===== config.mk =====
export PLATFORM = sky130hd
export DESIGN_NAME = gyro_rx_deframer_flat
export DESIGN_NICKNAME = d
export VERILOG_FILES = /design/src/rtl/gyro_rx_pkg.sv /design/src/rtl/gyro_rx_deframer_if.sv /design/src/rtl/gyro_word_fifo.sv /design/src/rtl/gyro_rx_deframer.sv /design/src/flat_wrapper.sv
export SDC_FILE = /design/constraint.sdc
export NUM_CORES = 1
export LEC_CHECK = 0
export BUFFER_PORTS_ARGS = -buffer_cell sky130_fd_sc_hd__buf_4
export CAP_MARGIN = 20
export CORE_MARGIN = 3
export CORE_UTILIZATION = 61
export CTS_BUF_LIST = sky130_fd_sc_hd__clkbuf_8 sky130_fd_sc_hd__clkbuf_16
export DETAILED_ROUTE_END_ITERATION = 10
export GPL_TIMING_DRIVEN = 0
export PLACE_DENSITY = 0.8
export SYNTH_ARGS = -nofsm -noshare
export SYNTH_HDL_FRONTEND = slang
export SYNTH_SLANG_ARGS = --single-unit

===== constraint.sdc =====
create_clock -name ACLK -period 5.8 [get_ports ACLK]
set_clock_uncertainty 0.05 [all_clocks]
set_input_delay 0.29 -clock ACLK [delete_from_list [all_inputs] [get_ports ACLK]]
set_output_delay 0.29 -clock ACLK [all_outputs]
set_load 0.01 [all_outputs]

===== src/rtl/gyro_rx_pkg.sv =====
// Shared definitions for the gyro serial-link receive deframer.
// Holds the word width, the default sizing parameters and the deframer state encoding.
// Imported by the stream interface, the word FIFO and the deframer top.
package gyro_rx_pkg;

    localparam int WORD_W         = 32;
    localparam int DEF_FIFO_DEPTH = 8;
    localparam int DEF_CNT_W      = 16;

    // IDLE waits for a dsync-marked bit, SHIFT collects the remaining 31 bits.
    typedef enum logic [0:0] {
        IDLE  = 1'b0,
        SHIFT = 1'b1
    } rx_state_e;

endpackage


===== src/rtl/gyro_rx_deframer_if.sv =====
// Word stream from the deframer FIFO towards the capture/DMA path.
// Latency: n/a (wiring only).
// Backpressure: m_ready from the consumer; a word moves on a cycle with m_valid & m_ready.
//   master : drives m_data / m_valid, samples m_ready
//   slave  : samples m_data / m_valid, drives m_ready
interface gyro_rx_deframer_if;
    import gyro_rx_pkg::*;

    logic [WORD_W-1:0] m_data;
    logic              m_valid;
    logic              m_ready;

    modport master (output m_data, output m_valid, input m_ready);
    modport slave  (input m_data, input m_valid, output m_ready);

endinterface


===== src/rtl/gyro_word_fifo.sv =====
// Synchronous word FIFO with a registered head word, occupancy level and flush.
// Latency: a word pushed into an empty FIFO appears on out_vld/out_dat one cycle after the push edge.
// Backpressure: push while full is dropped (drop pulses) unless a pop happens in the same cycle.
//   ACLK/ARESET : clock, synchronous active-high reset
//   flush       : empties the FIFO, overrides push and pop in that cycle
//   push_vld/push_dat : write request (no ready; the full case is reported on drop)
//   pop_rdy     : consumer accept for out_vld/out_dat
//   level       : registered occupancy, 0..DEPTH
module gyro_word_fifo
    import gyro_rx_pkg::*;
#(
    parameter int DEPTH = DEF_FIFO_DEPTH
) (
    input  logic                       ACLK,
    input  logic                       ARESET,
    input  logic                       flush,
    input  logic                       push_vld,
    input  logic [WORD_W-1:0]          push_dat,
    output logic                       drop,
    input  logic                       pop_rdy,
    output logic                       out_vld,
    output logic [WORD_W-1:0]          out_dat,
    output logic [$clog2(DEPTH):0]     level
);

    localparam int AW = $clog2(DEPTH);
    localparam int LW = AW + 1;

    logic [WORD_W-1:0] mem [DEPTH];
    logic [AW-1:0]     wr_ptr_q;
    logic [AW-1:0]     rd_ptr_q;
    logic [AW-1:0]     rd_nxt;
    logic [LW-1:0]     level_q;
    logic              out_vld_q;
    logic [WORD_W-1:0] out_dat_q;

    logic full;
    logic pop;
    logic push_acc;

    assign full     = (level_q == LW'(DEPTH));
    assign pop      = out_vld_q & pop_rdy & ~flush;
    // A pop frees the slot the push lands in, so full+pop still accepts.
    assign push_acc = push_vld & ~flush & (~full | pop);
    assign drop     = push_vld & ~flush & full & ~pop;
    assign rd_nxt   = rd_ptr_q + AW'(1);

    always_ff @(posedge ACLK) begin
        if (push_acc) begin
            mem[wr_ptr_q] <= push_dat;
        end
    end

    always_ff @(posedge ACLK) begin
        if (ARESET) begin
            wr_ptr_q  <= '0;
            rd_ptr_q  <= '0;
            level_q   <= '0;
            out_vld_q <= 1'b0;
            out_dat_q <= '0;
        end else if (flush) begin
            wr_ptr_q  <= '0;
            rd_ptr_q  <= '0;
            level_q   <= '0;
            out_vld_q <= 1'b0;
        end else begin
            if (push_acc) begin
                wr_ptr_q <= wr_ptr_q + AW'(1);
            end
            if (pop) begin
                rd_ptr_q <= rd_nxt;
            end
            if (push_acc && !pop) begin
                level_q <= level_q + LW'(1);
            end else if (pop && !push_acc) begin
                level_q <= level_q - LW'(1);
            end

            // The head register mirrors mem[rd_ptr_q]. On a pop the next entry is
            // prefetched only if it was already stored before this edge; a word
            // being written on this very edge is picked up one cycle later.
            if (pop) begin
                out_vld_q <= (level_q > LW'(1));
                if (level_q > LW'(1)) begin
                    out_dat_q <= mem[rd_nxt];
                end
            end else if (!out_vld_q && level_q != '0) begin
                out_vld_q <= 1'b1;
                out_dat_q <= mem[rd_ptr_q];
            end
        end
    end

    assign out_vld = out_vld_q;
    assign out_dat = out_dat_q;
    assign level   = level_q;

endmodule


===== src/rtl/gyro_rx_deframer.sv =====
// Gyro link receive deframer: samples drx/dsync on bit_en, builds 32-bit MSB-first words, queues them.
// Latency: word pushed on the edge ending the 32nd bit_en cycle; m_valid 2 cycles after that cycle.
// Backpressure: m_ready stalls the FIFO head; words arriving while full are dropped and flag overflow.
//   ACLK/ARESET  : clock, synchronous active-high reset
//   enable       : run enable, low holds IDLE and discards a partial word
//   flush        : empties the FIFO and aborts the current frame
//   clr_status   : zeroes counters, overflow and the pattern checker seed
//   bit_en, drx, dsync : bit strobe and synchronized serial inputs
//   m            : word stream (m_data / m_valid / m_ready)
//   fifo_level, overflow, frame_cnt, sync_err_cnt, pat_err_cnt, pat_locked : status
// Optional incrementing-pattern checker: define GYRO_RX_PAT_CHECK_EN.
module gyro_rx_deframer
    import gyro_rx_pkg::*;
#(
    parameter int FIFO_DEPTH = DEF_FIFO_DEPTH,
    parameter int CNT_W      = DEF_CNT_W
) (
    input  logic                          ACLK,
    input  logic                          ARESET,
    input  logic                          enable,
    input  logic                          flush,
    input  logic                          clr_status,
    input  logic                          bit_en,
    input  logic                          drx,
    input  logic                          dsync,
    gyro_rx_deframer_if.master            m,
    output logic [$clog2(FIFO_DEPTH):0]   fifo_level,
    output logic                          overflow,
    output logic [CNT_W-1:0]              frame_cnt,
    output logic [CNT_W-1:0]              sync_err_cnt,
    output logic [CNT_W-1:0]              pat_err_cnt,
    output logic                          pat_locked
);

    localparam logic [0:0] ST_IDLE  = IDLE;
    localparam logic [0:0] ST_SHIFT = SHIFT;

    logic [0:0]        state_q;
    logic [5:0]        bit_cnt_q;
    logic [WORD_W-1:0] shreg_q;
    logic              overflow_q;
    logic [CNT_W-1:0]  frame_cnt_q;
    logic [CNT_W-1:0]  sync_err_q;

    logic              run;
    logic              frame_done;
    logic              sync_err;
    logic [WORD_W-1:0] word_dat;
    logic              fifo_drop;
    logic              fifo_vld;
    logic [WORD_W-1:0] fifo_dat;

    assign run        = enable & ~flush;
    // bit_cnt_q counts bits already collected, so 31 here means this strobe is bit 32.
    assign frame_done = run & bit_en & ~dsync & (state_q == ST_SHIFT) & (bit_cnt_q == 6'd31);
    assign sync_err   = run & bit_en & dsync & (state_q == ST_SHIFT);
    assign word_dat   = {shreg_q[WORD_W-2:0], drx};

    always_ff @(posedge ACLK) begin
        if (ARESET) begin
            state_q   <= ST_IDLE;
            bit_cnt_q <= '0;
            shreg_q   <= '0;
        end else if (!run) begin
            state_q   <= ST_IDLE;
            bit_cnt_q <= '0;
        end else if (bit_en) begin
            if (dsync) begin
                // Frame start, or resync of a truncated frame: this bit is the new MSB.
                state_q   <= ST_SHIFT;
                bit_cnt_q <= 6'd1;
                shreg_q   <= {{(WORD_W-1){1'b0}}, drx};
            end else if (state_q == ST_SHIFT) begin
                shreg_q <= word_dat;
                if (bit_cnt_q == 6'd31) begin
                    state_q   <= ST_IDLE;
                    bit_cnt_q <= '0;
                end else begin
                    bit_cnt_q <= bit_cnt_q + 6'd1;
                end
            end
        end
    end

    // Status: clear beats a same-cycle increment; counters stick at all-ones.
    always_ff @(posedge ACLK) begin
        if (ARESET || clr_status) begin
            overflow_q  <= 1'b0;
            frame_cnt_q <= '0;
            sync_err_q  <= '0;
        end else begin
            if (fifo_drop) begin
                overflow_q <= 1'b1;
            end
            if (frame_done && frame_cnt_q != '1) begin
                frame_cnt_q <= frame_cnt_q + CNT_W'(1);
            end
            if (sync_err && sync_err_q != '1) begin
                sync_err_q <= sync_err_q + CNT_W'(1);
            end
        end
    end

    gyro_word_fifo #(
        .DEPTH    (FIFO_DEPTH)
    ) u_fifo (
        .ACLK     (ACLK),
        .ARESET   (ARESET),
        .flush    (flush),
        .push_vld (frame_done),
        .push_dat (word_dat),
        .drop     (fifo_drop),
        .pop_rdy  (m.m_ready),
        .out_vld  (fifo_vld),
        .out_dat  (fifo_dat),
        .level    (fifo_level)
    );

    assign m.m_valid    = fifo_vld;
    assign m.m_data     = fifo_dat;
    assign overflow     = overflow_q;
    assign frame_cnt    = frame_cnt_q;
    assign sync_err_cnt = sync_err_q;

`ifdef GYRO_RX_PAT_CHECK_EN
    logic              pat_check;
    logic [WORD_W-1:0] pat_exp_q;
    logic              pat_locked_q;
    logic [CNT_W-1:0]  pat_err_q;

    // Only words that actually enter the FIFO are checked.
    assign pat_check = frame_done & ~fifo_drop;

    always_ff @(posedge ACLK) begin
        if (ARESET) begin
            pat_exp_q    <= '0;
            pat_locked_q <= 1'b0;
            pat_err_q    <= '0;
        end else begin
            if (clr_status) begin
                pat_err_q <= '0;
            end else if (pat_check && pat_locked_q && word_dat != pat_exp_q
                         && pat_err_q != '1) begin
                pat_err_q <= pat_err_q + CNT_W'(1);
            end

            // Every checked word (re)seeds the expectation; the +1 wraps naturally.
            if (clr_status || flush) begin
                pat_locked_q <= 1'b0;
            end else if (pat_check) begin
                pat_locked_q <= 1'b1;
                pat_exp_q    <= word_dat + WORD_W'(1);
            end
        end
    end

    assign pat_err_cnt = pat_err_q;
    assign pat_locked  = pat_locked_q;
`else
    assign pat_err_cnt = '0;
    assign pat_locked  = 1'b0;
`endif

endmodule


===== src/flat_wrapper.sv =====
// flat-port wrapper written by rule: the top's interface ports become plain ports
module gyro_rx_deframer_flat import gyro_rx_pkg::*;
#(
    parameter int FIFO_DEPTH = DEF_FIFO_DEPTH,
    parameter int CNT_W      = DEF_CNT_W
)
  (ACLK, ARESET, enable, flush, clr_status, bit_en, drx, dsync, fifo_level, overflow, frame_cnt, sync_err_cnt, pat_err_cnt, pat_locked, m_m_data, m_m_valid, m_m_ready);
  gyro_rx_deframer_if m_i ();
  input  logic ACLK;
  input  logic ARESET;
  input  logic enable;
  input  logic flush;
  input  logic clr_status;
  input  logic bit_en;
  input  logic drx;
  input  logic dsync;
  output logic [$clog2(FIFO_DEPTH):0] fifo_level;
  output logic overflow;
  output logic [CNT_W-1:0] frame_cnt;
  output logic [CNT_W-1:0] sync_err_cnt;
  output logic [CNT_W-1:0] pat_err_cnt;
  output logic pat_locked;
  output wire logic [$bits(m_i.m_data)-1:0] m_m_data;
  output wire logic [$bits(m_i.m_valid)-1:0] m_m_valid;
  input wire logic [$bits(m_i.m_ready)-1:0] m_m_ready;
  assign m_m_data = m_i.m_data;
  assign m_m_valid = m_i.m_valid;
  assign m_i.m_ready = m_m_ready;
  gyro_rx_deframer #(.FIFO_DEPTH(FIFO_DEPTH), .CNT_W(CNT_W)) u_core (.ACLK(ACLK), .ARESET(ARESET), .enable(enable), .flush(flush), .clr_status(clr_status), .bit_en(bit_en), .drx(drx), .dsync(dsync), .m(m_i), .fifo_level(fifo_level), .overflow(overflow), .frame_cnt(frame_cnt), .sync_err_cnt(sync_err_cnt), .pat_err_cnt(pat_err_cnt), .pat_locked(pat_locked));
endmodule

[Word-level counts from Yosys, hierarchy flattened]
Memories as Yosys holds them, arrays and structs flattened. A register that Yosys moved wholly into a read port is not among the register bits.
Cells that the tools add are included.
Cells by class
  add/sub/neg operators: 7
  $lt $le $gt $ge: 1
  equal/unequal tests: 5
  mux-type cells: 19
  bitwise operators: 19
  reductions and logical operators: 18
Operators by type and width (number)
  2-to-1 mux 32 bit: 3
  2-to-1 mux 31 bit: 2
  adder 16 x 1 -> 16 bit, second input constant: 2
  != test 16 bit, second input constant: 2
  2-to-1 mux 6 bit: 3
  AND 1 bit: 13
  2-to-1 mux 4 bit: 2
  2-to-1 mux 1 bit: 7
  adder 3 x 1 -> 3 bit, second input constant: 2
  adder 6 x 1 -> 6 bit, second input constant: 1
  == test 6 x 5 -> 1 bit, second input constant: 1
  2-to-1 mux 3 bit: 2
  AND reduction 3 bit: 2
  nonzero test 2 bit: 3
  logical AND 1 bit: 5
  NOT 1 bit: 5
  adder 4 x 1 -> 4 bit, second input constant: 1
  == test 4 bit, second input constant: 1
  greater-than comparator 4 x 1 -> 1 bit, second input constant: 1
  nonzero test 4 bit: 1
  OR reduction 2 bit: 2
  subtractor 4 x 1 -> 4 bit, second input constant: 1
  zero test 1 bit: 3
  != test 2 x 1 -> 1 bit, second input constant: 1
  other kinds (3): 3
Storage, ports and cells
  register bits: 114
  memory bits (writable): 256
  input port bits: 9
  output and inout bits: 87
  memories: 1
Memories
  u_core.u_fifo.mem: depth 8, width 32, read ports 2, clocked after Yosys merged registers in 1, wr ports 1, line gyro_word_fifo.sv:29  | logic [WORD_W-1:0] mem [DEPTH];

[Longest topological paths before layout]
Gate-level depths: netlist (run 1).
  depth after elaboration: 12
  mapped depth: 11
  gate-level depth less buffers: 10

[By module]
From an unflattened synthesis (run 1), not the netlist that was laid out.
Unflattened totals
  cell total of the unflattened synthesis: 1078
  area, all modules: 16738.6 µm²
By module, submodules not included
  gyro_word_fifo: times used 1, cells each 686, area an instance 13435.4 µm², seq. area each 8608.3 µm²
  gyro_rx_deframer: times used 1, cells each 392, area an instance 3303.2 µm², seq. area each 1421.4 µm²

[Worst setup path before layout (run 1)]
Ideal clock, no wire load.
  path kind: register to register
  from: reg u_core.bit_cnt_q[0]
  to: mem u_core.u_fifo.mem[0][0], enable pin
  setup time: 461 ps
  arrival time: 3682 ps
  required time: 5289 ps
  path slack: 1606 ps
  cell stages (with the launch flop): 8
  buffers on the path: 1
  cells stage by stage: dfxtp_1 ha_1 inv_2 nor4_4 and2_1 buf_2 nand2b_1 nor3_1
On the way
  longest elaborated chain between the ends: 6
RTL lines
  start: declaration: line gyro_rx_deframer.sv:39  | logic [5:0] bit_cnt_q;
  start signal: assignment: line gyro_rx_deframer.sv:79  | bit_cnt_q <= bit_cnt_q + 6'd1;
  == test 6 x 5 -> 1 bit: line gyro_rx_deframer.sv:55  | assign frame_done = run & bit_en & ~dsync & (state_q == ST_SHIFT) & (bit_cnt_q == 6'd31);
  AND 1 bit: line gyro_rx_deframer.sv:55
  AND 1 bit (2 in a row): line gyro_word_fifo.sv:44  | assign push_acc = push_vld & ~flush & (~full | pop);
  named net u_core.u_fifo.push_acc: line gyro_word_fifo.sv:39  | logic push_acc;
  2-to-1 mux 1 bit: line gyro_word_fifo.sv:49  | if (push_acc) begin
  2-to-1 mux 1 bit (not written as such): line gyro_word_fifo.sv:50  | mem[wr_ptr_q] <= push_dat;
  end: declaration: line gyro_word_fifo.sv:29
The timed path passes the listed nets, and every way through them passes these cells.

[Worst setup path after layout (run 1)]
  from: reg u_core.bit_cnt_q[0]
  to: mem u_core.u_fifo.mem[1][9], enable pin
The elaborated chain is that of the path after synthesis.

==> results.tsv, run 1 <==
stage	metric	value	unit
cells_and_area	Post-Route Utilization	72.2	%
grt	largest net degree at the start of global routing	24	
timing	final setup violating endpoints	0	
routing	via/cell ratio	6.67	
routing	Initial DRC Count	1103	
synth	Seq/Total Area, Yosys	61.2	%
synth	Synth Warn #	0	
critical_path	critical path data arrival time	3.74	ns
pwr	Leakage	6.55	nW
synth	FF+latch count, synth	373	
timing	worst slew pin tran	0.926	ns
timing	Final Max Tran Viols	0	
pwr	PwrDens	273	nW/um^2
synth	largest area contributor in the netlist	edfxtp_1	
cts	Reg clk slew, reported paths	0.06	ns
floorplan	row cnt	59	
timing	Slew Limit Headroom	38.1	%
cells_and_area	Non-Filler Instances	1571	
synth	ys async rst share	0	%
critical_path	CP required	5.96	ns
synth	synthesized area	16400	um^2
routing	WL final	39800	um
synth	top cells by area, synth	edfxtp_1 (47%), mux4_2 (18%), dfxtp_1 (14%), a22oi_1 (3.9%), mux2_2 (2.2%)	
critical_path	worst-path fanout max	10	
grt	grt ovf	0	
floorplan	Die Y	170	um
floorplan	Core Region	26200	um^2
critical_path	crit-path cells	ha_1 > inv_2 > nor4_4 > and2_1 > buf_2 > nand2_1 > nor3_2 > buf_4 > buf_4 > buf_6	
floorplan	Initial Util	62.6	%
cts	post_cts resized	0	
floorplan	die area	28900	um^2
routing	Post-route DRC	0	
timing	Peak Freq	279	MHz
timing	hold_ws	0.0220	ns
cts	H-tree depth	2	
grt	initial antenna violation count	0	
routing	routed length per instance	25.3	um
timing	RSZ-0062 raised after global routing	false	
pwr	peak supply drop	0.208	mV
min_path	HP Class	in -> reg	
cts	Num CTS Buffers	37	
grt	first-pass GRT wire length	61300	um
cells_and_area	Area growth syn-to-layout	15.3	%
routing	vias	10500	
timing	post-route setup TNS	0	ns
cells_and_area	most frequent cells in the layout	edfxtp_1 (256), mux4_2 (128), dfxtp_1 (117), buf_4 (97), a22oi_1 (85)	
critical_path	Largest stage delay, worst path	0.61	ns
floorplan	Die Wd	170	um
synth	Synth top area share	46.9	%
placement	post-placement cell count	1503	
synth	count of different cell masters after synthesis	50	
critical_path	Worst Setup End Kind	flip-flop	
synth	main flop type after synthesis	edfxtp_1	
critical_path	startpoint types	flip-flop	
placement	HPWL after DPL	24900	um
cells_and_area	ant diodes	0	
placement	routability cong.	0.827	
critical_path	Worst Path Buf+Inv	5	
routing	Pre-Repair DR Iteration Count	5	
pwr	total power	5.17	mW
cells_and_area	fin nets	1228	
synth	cells after synthesis	1061	
placement	buffers added on ports	78	
grt	vias in the first global route	10800	
critical_path	CP top delay family	simple AND/OR/NAND/NOR gates	
floorplan	I/O pin count	96	
cells_and_area	commonest non-fill, non-tap cell in the layout	edfxtp_1	
run_status	status	finished, final reports clean	
cts	Skew-Pair Late Insertion Delay	0.51	ns
timing	Tmin final	3.58	ns
critical_path	Setup CP Type	reg -> reg	
synth	Avg Inst Size Synth	15.5	um^2
critical_path	Worst path most repeated cell	buf_4	
cts	Clock Root Buffer	clkbuf_16	
cts	Clock Sinks	373	
run	max-cap violation count	0	
critical_path	Max stage delay cell, worst path	nor3_2	
synth	Post-synth EDFFs	256	
timing	Fin. Hold Viols	0	
timing	Tcrit/Tclk final	61.7	%
cts	CTS tree	built	
cells_and_area	fraction of layout cells with a size suffix above 1	29.3	%
grt	GR Util All Layers	27.7	%
cells_and_area	Fillers	1589	
cts	Max Root-Sink Buffers	3	
routing	Routed Antenna Nets	0	
==> synth_stat cells (all sizes together), types with 3 or more instances <==
| cell | n |
|---|---|
| a21oi | 28 |
| a22oi | 85 |
| and2 | 4 |
| and3 | 5 |
| and4 | 4 |
| buf | 37 |
| clkbuf | 48 |
| dfxtp | 117 |
| edfxtp | 256 |
| ha | 9 |
| inv | 12 |
| mux2 | 32 |
| mux2i | 4 |
| mux4 | 128 |
| nand2 | 31 |
| nand2b | 6 |
| nand3 | 17 |
| nand4 | 11 |
| nand4b | 4 |
| nor2 | 86 |
| nor3 | 10 |
| nor3b | 14 |
| nor4 | 7 |
| o211ai | 5 |
| o21ai | 43 |
| o311ai | 3 |
| or2 | 4 |
| or3 | 6 |
| or4 | 6 |
| xnor2 | 10 |
| xor2 | 18 |
==> metrics by stage <==
stage	cell area, um^2	worst slack (ns)
2_1_floorplan	16500	1.61
3_3_place_gp	17500	-1.10
3_5_place_dp	17700	2.18
4_1_cts	18900	2.19
5_1_grt	18900	1.98
6_report	18900	2.22
==> kinds of logic (layout without fill, tap and decap cells) <==
kind of cell | after synthesis | count (layout) | share of synthesized area, %
flip-flops | 373 | 373 | 61.2
AND/OR/NAND/NOR | 218 | 218 | 6.99
AO/OA/AOI/OAI | 171 | 171 | 6.88
multiplexers | 164 | 164 | 20.0
buffers and inverters | 97 | 256 | 2.74
XOR/XNOR | 28 | 28 | 1.50
adder cells (fa/ha/maj) | 9 | 9 | 0.687
other | 1 | 17 | 0.0229
==> layout make-up <==
class                   instances  area (um^2)  share of cell area, %
plain buffers                  85          404                   2.14
clock buffers                  39          953                   5.04
clock inverters                26          204                   1.08
inverters                      12         45.0                  0.238
multi-input cells             607         6030                   31.9
flip-flops and latches        373        10000                   53.0
well taps                     335          419                   2.22
repair buffers                 94          818                   4.33
==> layer usage <==
metal / routed length, um / track usage (%)
met4: 1380 / 9.98
met1: 14700 / 35.3
met2: 20300 / 47.8
met5: 0 / 0
met3: 3430 / 5.88
==> repair_timing <==
action                                 in CTS  in global routing
setup endpoints to repair                   0                  0
endpoints found under the hold margin       8                  0
hold buffers                                1                  0
setup buffers                               0                  0
==> worst paths after layout <==
kind | startpoint | end | slack [ns] | depth (start not counted)
min | clr_status | u_core.frame_cnt[10] | 0.02 | 3
max | u_core.bit_cnt_q[0] | u_core.u_fifo.mem[1][9] | 2.22 | 10
max reg2reg | u_core.bit_cnt_q[0] | u_core.u_fifo.mem[1][9] | 2.22 | 10
min reg2reg | u_core.bit_cnt_q[5] | u_core.bit_cnt_q[5] | 0.43 | 2
==> where the power goes <==
part / internal [mW] / switching (mW) / leakage, nW
sequential: 2.81 / 0.000641 / 3.67
combinational: 0.0174 / 0.0377 / 2.28
clock: 1.32 / 0.981 / 0.606
total: 4.15 / 1.02 / 6.55
==> tightest hold or removal path, cell delays in order <==
cell and delay (ns):
buf_4 0.10, or3_1 0.09, o41ai_1 0.06
==> registers in the layout, summed over array words and instances (netlist names), named ones only <==
| register | flops |
|---|---|
| u_core.bit_cnt_q | 6 |
| u_core.frame_cnt | 16 |
| u_core.overflow | 1 |
| u_core.shreg_q | 31 |
| u_core.state_q | 1 |
| u_core.sync_err_cnt | 16 |
| u_core.u_fifo.level | 4 |
| u_core.u_fifo.mem | 256 |
| u_core.u_fifo.out_dat | 32 |
| u_core.u_fifo.out_vld | 1 |
| u_core.u_fifo.rd_ptr_q | 3 |
| u_core.u_fifo.wr_ptr_q | 3 |
(Power assumes the default switching activity.)
==> inputs of run 2 (changes only) <==
--- a/config.mk
+++ b/config.mk
@@ -5,6 +5,7 @@
 export SDC_FILE = /design/constraint.sdc
 export NUM_CORES = 1
 export LEC_CHECK = 0
+export ABC_AREA = 1
 export BUFFER_PORTS_ARGS = -buffer_cell sky130_fd_sc_hd__buf_4
 export CAP_MARGIN = 20
 export CORE_MARGIN = 3
@@ -12,7 +13,7 @@
 export CTS_BUF_LIST = sky130_fd_sc_hd__clkbuf_8 sky130_fd_sc_hd__clkbuf_16
 export DETAILED_ROUTE_END_ITERATION = 10
 export GPL_TIMING_DRIVEN = 0
-export PLACE_DENSITY = 0.8
+export PLACE_DENSITY = 0.79
 export SYNTH_ARGS = -nofsm -noshare
 export SYNTH_HDL_FRONTEND = slang
 export SYNTH_SLANG_ARGS = --single-unit
==> constraint.sdc (replaced) <==
create_clock -name ACLK -period 3.6 [get_ports ACLK]
set_clock_uncertainty 0.05 [all_clocks]
set_input_delay 0.18 -clock ACLK [delete_from_list [all_inputs] [get_ports ACLK]]
set_output_delay 0.18 -clock ACLK [all_outputs]
set_load 0.01 [all_outputs]
==> results.tsv, run 2 <==
stage	metric	value	unit
critical_path	CP top delay family	simple AND/OR/NAND/NOR gates	
synth	Post-Synth XOR/XNOR Area	0.698	%
routing	via/cell ratio	5.90	
synth	combinational family with the most area after synthesis	simple AND/OR/NAND/NOR gates	
synth	top-count cell post-synth	nand2_1	
timing	Slew Limit Headroom	28.6	%
synth	largest area contributor in the netlist	edfxtp_1	
critical_path	Setup CP Type	reg -> reg	
synth	adder-cell share of the synthesized area	0.599	%
timing	final setup violating endpoints	0	
critical_path	Max stage delay cell, worst path	nor3_4	
floorplan	row cnt	63	
cells_and_area	fin nets	2518	
cts	Reg clk slew, reported paths	0.06	ns
pwr	Leakage	9.28	nW
cts	Num CTS Buffers	39	
pwr	peak supply drop	0.457	mV
cts	post_cts resized	0	
routing	WL final	57000	um
synth	synthesized area	18800	um^2
critical_path	Largest stage delay, worst path	0.88	ns
synth	ys async rst share	0	%
synth	Synth Warn #	0	
floorplan	Die Wd	182	um
synth	area share of and/or/nand/nor cells after synthesis	26.4	%
cells_and_area	Multi-input gate area	7000	um^2
placement	Cell Area, Placed	20300	um^2
timing	Peak Freq	325	MHz
cells_and_area	commonest non-fill, non-tap cell in the layout	nand2_1	
pwr	total power	8.84	mW
cells_and_area	Register Area	10000	um^2
routing	Post-route DRC	0	
critical_path	worst-path fanout max	17	
synth	mux cell area share after synthesis	0	%
synth	Post-synth top cells	nand2_1 (778), inv_1 (305), nand3_1 (282)	
grt	largest net degree at the start of global routing	18	
timing	Fin. Hold Viols	0	
synth	cells after synthesis	2339	
grt	vias in the first global route	16900	
placement	post-placement cell count	2844	
timing	RSZ-0062 raised after global routing	false	
cells_and_area	flip-flop count of the largest register after layout	256	
cts	Clock Sinks	373	
synth	count of different cell masters after synthesis	42	
placement	HPWL after DPL	38100	um
run	max-cap violation count	0	
critical_path	crit-path cells	ha_1 > nand2_1 > nor2_4 > nand2_4 > nor2_8 > nand2_4 > inv_1 > nand2_1 > nor3_4 > buf_16	
timing	Tmin final	3.07	ns
routing	routed length per instance	19.5	um
critical_path	startpoint types	flip-flop	
synth	top cells by area, synth	edfxtp_1 (41%), nand2_1 (16%), dfxtp_1 (12%), nand3_1 (7.5%), inv_1 (6.1%)	
synth	Post-synth EDFFs	256	
floorplan	Core Region	30000	um^2
cells_and_area	Largest Register	u_core.u_fifo.mem	
grt	GR Util All Layers	34.1	%
timing	Tcrit/Tclk final	85.4	%
critical_path	Worst Setup End Kind	flip-flop	
placement	routability cong.	0.918	
cts	H-tree depth	2	
cts	Skew-Pair Late Insertion Delay	0.54	ns
synth	Avg Inst Size Synth	8.04	um^2
synth	FF+latch count, synth	373	
pwr	PwrDens	407	nW/um^2
timing	post-route setup TNS	0	ns
cts	# hold bufs at CTS	5	
floorplan	I/O pin count	96	
grt	grt ovf	0	
cts	post-CTS setup buffers	0	
timing	Final Max Tran Viols	0	
grt	first-pass GRT wire length	88600	um
cells_and_area	most frequent cells in the layout	nand2_1 (778), inv_1 (315), nand3_1 (282), edfxtp_1 (256), a21oi_1 (134)	
routing	Pre-Repair DR Iteration Count	6	
cells_and_area	ant diodes	0	
cts	CTS tree	built	
critical_path	CP required	3.77	ns
synth	Seq/Total Area, Yosys	53.3	%
critical_path	critical path data arrival time	3.25	ns
placement	buffers added on ports	77	
cts	Clock Root Buffer	clkbuf_16	
critical_path	Worst Path Buf+Inv	2	
cells_and_area	Non-Filler Instances	2920	
cts	Max Root-Sink Buffers	3	
routing	Initial DRC Count	2375	
cells_and_area	Final Cell Area	21700	um^2
floorplan	Initial Util	62.6	%
synth	compound-cell area share of the yosys netlist	8.87	%
routing	vias	17200	
floorplan	die area	33000	um^2
min_path	HP Class	in -> reg	
timing	worst slew pin tran	1.07	ns
routing	Routed Antenna Nets	0	
cells_and_area	Fillers	2247	
floorplan	Die Y	182	um
synth	Synth top area share	40.9	%
cells_and_area	fraction of layout cells with a size suffix above 1	11.0	%
synth	main flop type after synthesis	edfxtp_1	
run_status	status	finished, final reports clean	
grt	initial antenna violation count	0	
cells_and_area	Area growth syn-to-layout	15.5	%
[run 2: changes by cell type after synthesis, moves of 9 or more]
cell / previous run / this run
xor2_1: 18 / 9
inv_1: 11 / 305
buf_2: 17 / 64
mux4_2: 128 / 0
nand3_1: 17 / 282
a22oi_1: 85 / 0
a21oi_1: 28 / 134
o211ai_1: 4 / 62
o21ai_0: 40 / 82
nor3b_1: 14 / 1
mux2_2: 32 / 0
nand2_1: 31 / 778
[run 2: area by class of cell]
class	instances	share of cell area (%)
clock buffer	43	4.85
clock inverter	28	1.33
buffer	146	3.34
multi-input combinational	1522	32.2
tap	390	2.25
sequential	373	46.2
inverter	314	5.43
timing repair buffer	104	4.38
[run 2: report_power, final]
group          internal (mW)  total (mW)  switching, mW
logic                 0.0301       0.100         0.0701
registers               4.53        4.53        0.00196
clock network           2.53        4.21           1.68
total                   7.09        8.84           1.75
[run 2: metrics by stage]
stage | setup WS, ns | hold WS, ns | util (%)
CTS | 0.540 | 0.0341 | 72.3
detailed placement | 0.569 | 0.417 | 67.7
global placement | -3.23 | 0.410 | 66.5
floorplan | -0.422 | 0.229 | -
global route | 0.323 | 0.0719 | 72.3
finish | 0.526 | 0.0572 | 72.3
[run 2: path summary, 6_finish.rpt]
kind / cells past startpoint / end / slack [ns] / start
max: 10 / u_core.u_fifo.mem[1][16] / 0.53 / u_core.bit_cnt_q[0]
min reg2reg: 1 / u_core.overflow / 0.44 / u_core.overflow
max reg2reg: 10 / u_core.u_fifo.mem[1][16] / 0.53 / u_core.bit_cnt_q[0]
min: 3 / u_core.state_q / 0.06 / dsync
[run 2: cells by family (layout without fill, tap and decap cells)]
family / count (synthesis) / after routing
compound gates: 292 / 292
xor+xnor: 15 / 15
fa+ha+maj: 9 / 9
other cells: 1 / 17
buf+inv: 460 / 635
flops: 373 / 373
simple gates: 1189 / 1189
[run 2: tightest hold or removal path, cell delays in order]
cell and delay, ns:
buf_4 0.12, nand2_1 0.17, a21oi_1 0.10
[run 2: layer usage]
layer | routed length [um] | part of all wire, % | track usage (%) | vias to the layer above
met3 | 6770 | 12 | 6.93 | 239
met2 | 26100 | 46 | 54.6 | 1214
met4 | 3060 | 5.4 | 18.6 | 0
li1 | - | - | - | 7884
met5 | 0 | 0 | 0 | -
met1 | 21000 | 37 | 43.6 | 7900
